<file path="src/rtl/c_reg_pipe_v5_0.sv">
// Multi-stage valid/ready register pipeline with bubble collapsing, synchronous
// clear/set/init flush and asynchronous initialise to a parameter value.
module c_reg_pipe_v5_0 #(
  parameter int              C_WIDTH         = 16,
  parameter int              C_DEPTH         = 3,
  parameter logic [2047:0]   C_AINIT_VAL     = "",
  parameter logic [2047:0]   C_SINIT_VAL     = "",
  parameter int              C_HAS_CE        = 0,
  parameter int              C_HAS_SCLR      = 0,
  parameter int              C_HAS_SSET      = 0,
  parameter int              C_HAS_SINIT     = 0,
  parameter int              C_SYNC_ENABLE   = 0,
  parameter int              C_SYNC_PRIORITY = 1
) (
  input  logic                             clk,
  input  logic                             aclr_n,
  input  logic                             ce,
  input  logic                             sclr,
  input  logic                             sset,
  input  logic                             sinit,
  input  logic [C_WIDTH-1:0]               d,
  input  logic                             in_valid,
  output logic                             in_ready,
  output logic [C_WIDTH-1:0]               q,
  output logic                             out_valid,
  input  logic                             out_ready,
  output logic [$clog2(C_DEPTH+1)-1:0]     occupancy
);

  localparam int OW = $clog2(C_DEPTH + 1);

  // Init strings are MSB-first ASCII; byte k from the right end is bit k.
  function automatic logic str_ok(input logic [2047:0] s);
    str_ok = 1'b1;
    for (int k = 0; k < 256; k++)
      if (!(s[8*k +: 8] inside {8'h00, 8'h30, 8'h31})) str_ok = 1'b0;
  endfunction

  function automatic logic [C_WIDTH-1:0] str_bits(input logic [2047:0] s);
    str_bits = '0;
    for (int k = 0; k < C_WIDTH; k++)
      str_bits[k] = (s[8*k +: 8] == 8'h31);
  endfunction

  if (!(str_ok(C_AINIT_VAL) && str_ok(C_SINIT_VAL))) begin : g_bad_init
    $fatal(1, "c_reg_pipe_v5_0: init value strings may contain only '0' and '1'");
  end

  localparam logic [C_WIDTH-1:0] AINIT = str_bits(C_AINIT_VAL);
  localparam logic [C_WIDTH-1:0] SINIT = str_bits(C_SINIT_VAL);

  logic [C_WIDTH-1:0] data_r [C_DEPTH];
  logic [C_DEPTH-1:0] vld_r;
  logic [OW-1:0]      occ_r;
  logic               run_r;

  logic               ce_eff, sclr_e, sset_e, sinit_e, sync_act, advance;
  logic [C_WIDTH-1:0] flush_val;
  logic [C_DEPTH:0]   rdy;
  logic [C_DEPTH:0]   chain_v;
  logic [C_WIDTH-1:0] chain_d [C_DEPTH+1];
  logic [C_DEPTH-1:0] vld_nxt;
  logic [OW-1:0]      occ_nxt;

  assign ce_eff   = (C_HAS_CE != 0) ? ce : 1'b1;
  assign sclr_e   = (C_HAS_SCLR != 0) & sclr;
  assign sset_e   = (C_HAS_SSET != 0) & sset;
  assign sinit_e  = (C_HAS_SINIT != 0) & sinit;
  assign sync_act = (ce_eff | (C_SYNC_ENABLE == 0)) & (sclr_e | sset_e | sinit_e);
  // run_r keeps the input closed until the first edge after reset release
  assign advance  = ce_eff & run_r & ~sync_act;

  always_comb begin
    flush_val = SINIT;
    if (sclr_e && sset_e)
      flush_val = (C_SYNC_PRIORITY != 0) ? '0 : '1;
    else if (sclr_e)
      flush_val = '0;
    else if (sset_e)
      flush_val = '1;
  end

  always_comb begin
    rdy = '0;
    rdy[C_DEPTH] = out_ready;
    for (int i = C_DEPTH - 1; i >= 0; i--)
      rdy[i] = ~vld_r[i] | rdy[i+1];
  end

  always_comb begin
    chain_v    = {vld_r, in_valid};
    chain_d[0] = d;
    for (int i = 0; i < C_DEPTH; i++)
      chain_d[i+1] = data_r[i];
  end

  always_comb begin
    vld_nxt = vld_r;
    if (sync_act)
      vld_nxt = '0;
    else if (advance)
      for (int i = 0; i < C_DEPTH; i++)
        if (rdy[i]) vld_nxt[i] = chain_v[i];
    occ_nxt = OW'($countones(vld_nxt));
  end

  always_ff @(posedge clk or negedge aclr_n) begin
    if (!aclr_n) begin
      for (int i = 0; i < C_DEPTH; i++) data_r[i] <= AINIT;
      vld_r <= '0;
      occ_r <= '0;
      run_r <= 1'b0;
    end else begin
      run_r <= 1'b1;
      vld_r <= vld_nxt;
      occ_r <= occ_nxt;
      // Stages only capture valid words so Q stays stable across bubbles
      for (int i = 0; i < C_DEPTH; i++) begin
        if (sync_act)
          data_r[i] <= flush_val;
        else if (advance && rdy[i] && chain_v[i])
          data_r[i] <= chain_d[i];
      end
    end
  end

  assign in_ready  = advance & rdy[0];
  assign q         = data_r[C_DEPTH-1];
  assign out_valid = vld_r[C_DEPTH-1];
  assign occupancy = occ_r;

endmodule
</file>
<file path="config.mk">
export PLATFORM = sky130hd
export DESIGN_NAME = c_reg_pipe_v5_0
export DESIGN_NICKNAME = d
export VERILOG_FILES = /design/src/rtl/c_reg_pipe_v5_0.sv
export SDC_FILE = /design/constraint.sdc
export NUM_CORES = 1
export LEC_CHECK = 0
export BUFFER_PORTS_ARGS = -buffer_cell sky130_fd_sc_hd__buf_2
export CORE_MARGIN = 1.5
export CORE_UTILIZATION = 50
export DETAILED_ROUTE_END_ITERATION = 16
export PLACE_DENSITY = 0.83
export REMOVE_ABC_BUFFERS = 1
export SLEW_MARGIN = 10
export SYNTH_ARGS = -nofsm -noshare
export SYNTH_HDL_FRONTEND = slang
export SYNTH_SLANG_ARGS = --single-unit
</file>
<file path="constraint.sdc">
create_clock -name clk -period 4.2 [get_ports clk]
set_clock_uncertainty 0.05 [all_clocks]
set_input_delay 0.84 -clock clk [delete_from_list [all_inputs] [get_ports clk]]
set_output_delay 0.84 -clock clk [all_outputs]
set_load 0.01 [all_outputs]
</file>
==> reports/metrics.yaml <==
drc: 0
die_area_mm2: 0.005094
synthMuxAreaShare: 0.2634
slew_viol_final: 0
yosys.area.top_type: "dfrtp_1"
ys_async_sr_fraction: 1.000
cts_tree: "yes"
path_class: "in -> out"
netlist_top_cells_count: "54 x dfrtp_1, 27 x mux2_2, 20 x mux2_4, 18 x buf_4"
start_util: 0.5295
clockBufferDepth: 2
boundaryPins: 44
cp_slowest_stage_delay_ns: 0.29
place_congestion: 0.7290
worst_setup_path_start_kind: "input pin"
startpoint: "out_ready"
worstPathRequired_ns: 3.31
synthesis.area_mm2: 0.002337
cts_buffers: 5
htree_levels: 2
routed_wl_um: 3578
synth_top_flop_cell: "dfrtp_1"
r2r-start: "vld_r[1]"
root_buffer: "clkbuf_8"
yosys.area_share.simple: 0.02944
grt_use_total: 0.1578
finalSetupViolations: 0
drtAntennaViolNets: 0
synth_edf_count: 0
r2r_cells: 3
p_per_area_mw_per_mm2: 590.9
clk_pin_slew_ns: 0.08
dp_hpwl_um: 2451
r2r_end: "chain_d[19]"
cp_common_cell: "buf_2"
timing.final.hold_violations: 0
setup.worst_path.end: "in_ready"
synth_compound_area_frac: 0.02998
diodes: 0
yosysUniqueCellTypes: 23
ctsResizeCount: 0
relSlewSlack: 0.3365
synth-seq-area-share: 0.5782
rrSetupSlack_ns: 2.15
area_delta_synth_final_pct: 6.263
power_leakage_nw: 1.184
grt_pass1_wl_um: 6175
cpMaxStageDelayCell: "and2b_4"
ir_drop_mv: 0.2981
status: "completed"
cts_setup_buffers: 0
endpoint_kind: "primary output"
synth_most_common_cell: "dfrtp_1"
synthAdderAreaFrac: 0.008565
wl_per_cell_um: 16.12
drtIter0Drc: 60
cts_hold_buf: 0
fin_crit_ns: 2.380
viasPerCell: 5.293
crit_chain: "buf_2 > and2b_4 > a31oi_1 > buf_2"
grt_overflow: 0
synthXorXnorAreaFrac: 0
tightest_slew_ns: 0.9953
drv_cap: 0
synth_top_family_by_area: "multiplexers"
numPortBuffers: 39
rsz0062_at_grt: "no"
arrival_ns: 1.49
power_w: 0.001468
die_w_um: 71.37
first_pass_iters: 4
hp-class: "reg -> reg"
clock-sinks: 54
syn_inst: 146
worstPathMaxFanout: 4
die_y_um: 71.37
ys_warn_count: 0
synth_top_area_frac: 0.5782
fillCellCount: 359
synth_area_leaders: "dfrtp_1 58%, mux2_2 13%, mux2_4 13%"
nets: 195
fmax_mhz: 420.2
grt_max_degree: 55
num_rows: 24
register_area_mm2: 0.001351
grt_pass1_vias: 1285
coreArea_mm2: 0.004414
syn_area_per_cell_um2: 16.01
post-route-period-util: 0.5666
synth-seq-cells: 54
setup_tns_ns: 0
multi_input_area_um2: 778.2
antenna_found_initial: 0
vias: 1175
drive_gt1_frac: 0.5647
clkLatencyLatePin_ns: 0.29
## layout make-up
class / instances / area share
flip-flops and latches: 54 / 0.5441
repair buffers: 39 / 0.07960
well taps: 52 / 0.02620
inverters: 4 / 0.006045
clock buffers: 7 / 0.03073
multi-input cells: 66 / 0.3134
## cell usage in the layout (no fill, tap or decap), drive strengths merged, types with 2 or more instances in the layout
master and n:
nand2 4, clkbuf 7, a22o 3, inv 4, buf 39, mux2 48, dfrtp 54, a31oi 2
## layer usage
layer / global-route usage / vias up / part of all wire
met1: 0.2062 / 607 / 0.42
met4: 0.06289 / 0 / 0.020
li1: - / 526 / -
met5: 0 / - / 0
met3: 0.04501 / 9 / 0.057
met2: 0.2500 / 33 / 0.50
## worst min path at each step
| stage | from | cells past startpoint | endpoint | slack, ns |
|---|---|---|---|---|
| detailed placement | chain_d[20] | 1 | q[4] | 0.43 |
| finish | chain_d[20] | 1 | q[4] | 0.44 |
| global placement | chain_d[20] | 1 | q[4] | 0.42 |
| floorplan | chain_d[20] | 1 | q[4] | 0.41 |
| global route | q[7] | 1 | q[7] | 0.48 |
| CTS | chain_d[20] | 1 | q[4] | 0.45 |
## power breakdown
part	internal [W]	total, W	switching [W]
sequential	0.000698	0.000797	0.0000987
combinational	0.000246	0.000411	0.000165
clock	0.000115	0.000260	0.000145
## kinds of logic after synthesis
kind of cell / Yosys count
flops: 54
mux: 48
buf+inv: 26
simple gates: 9
compound gates: 7
fa+ha+maj: 1
other cells: 1
## critical path: cells and delay by family
| family | cells | cell delay, ns |
|---|---|---|
| AND/OR/NAND/NOR | 1 | 0.29 |
| AO/OA/AOI/OAI | 1 | 0.09 |
| buffers and inverters | 2 | 0.27 |
## through the flow
| step | std cells | cell area [um^2] | util | setup slack [ns] | hold WS (ns) |
|---|---|---|---|---|---|
| 6_report | 222 | 2484 | 0.5626 | 1.820 | 0.4418 |
| 5_1_grt | 222 | 2484 | 0.5626 | 1.791 | 0.4785 |
| 4_1_cts | 222 | 2481 | 0.5621 | 1.818 | 0.4473 |
| 3_5_place_dp | 215 | 2405 | 0.5448 | 1.686 | 0.4272 |
| 3_3_place_gp | 215 | 2405 | 0.5448 | 1.741 | 0.4224 |
| 2_1_floorplan | 124 | 2145 | - | 2.019 | 0.4102 |
## state kept, by name, indices dropped and copies added (netlist names)
register,count
chain_d,32
occupancy,2
advance,1
vld_r,3
q,16
No activity file was read; power rests on OpenSTA's default activity.
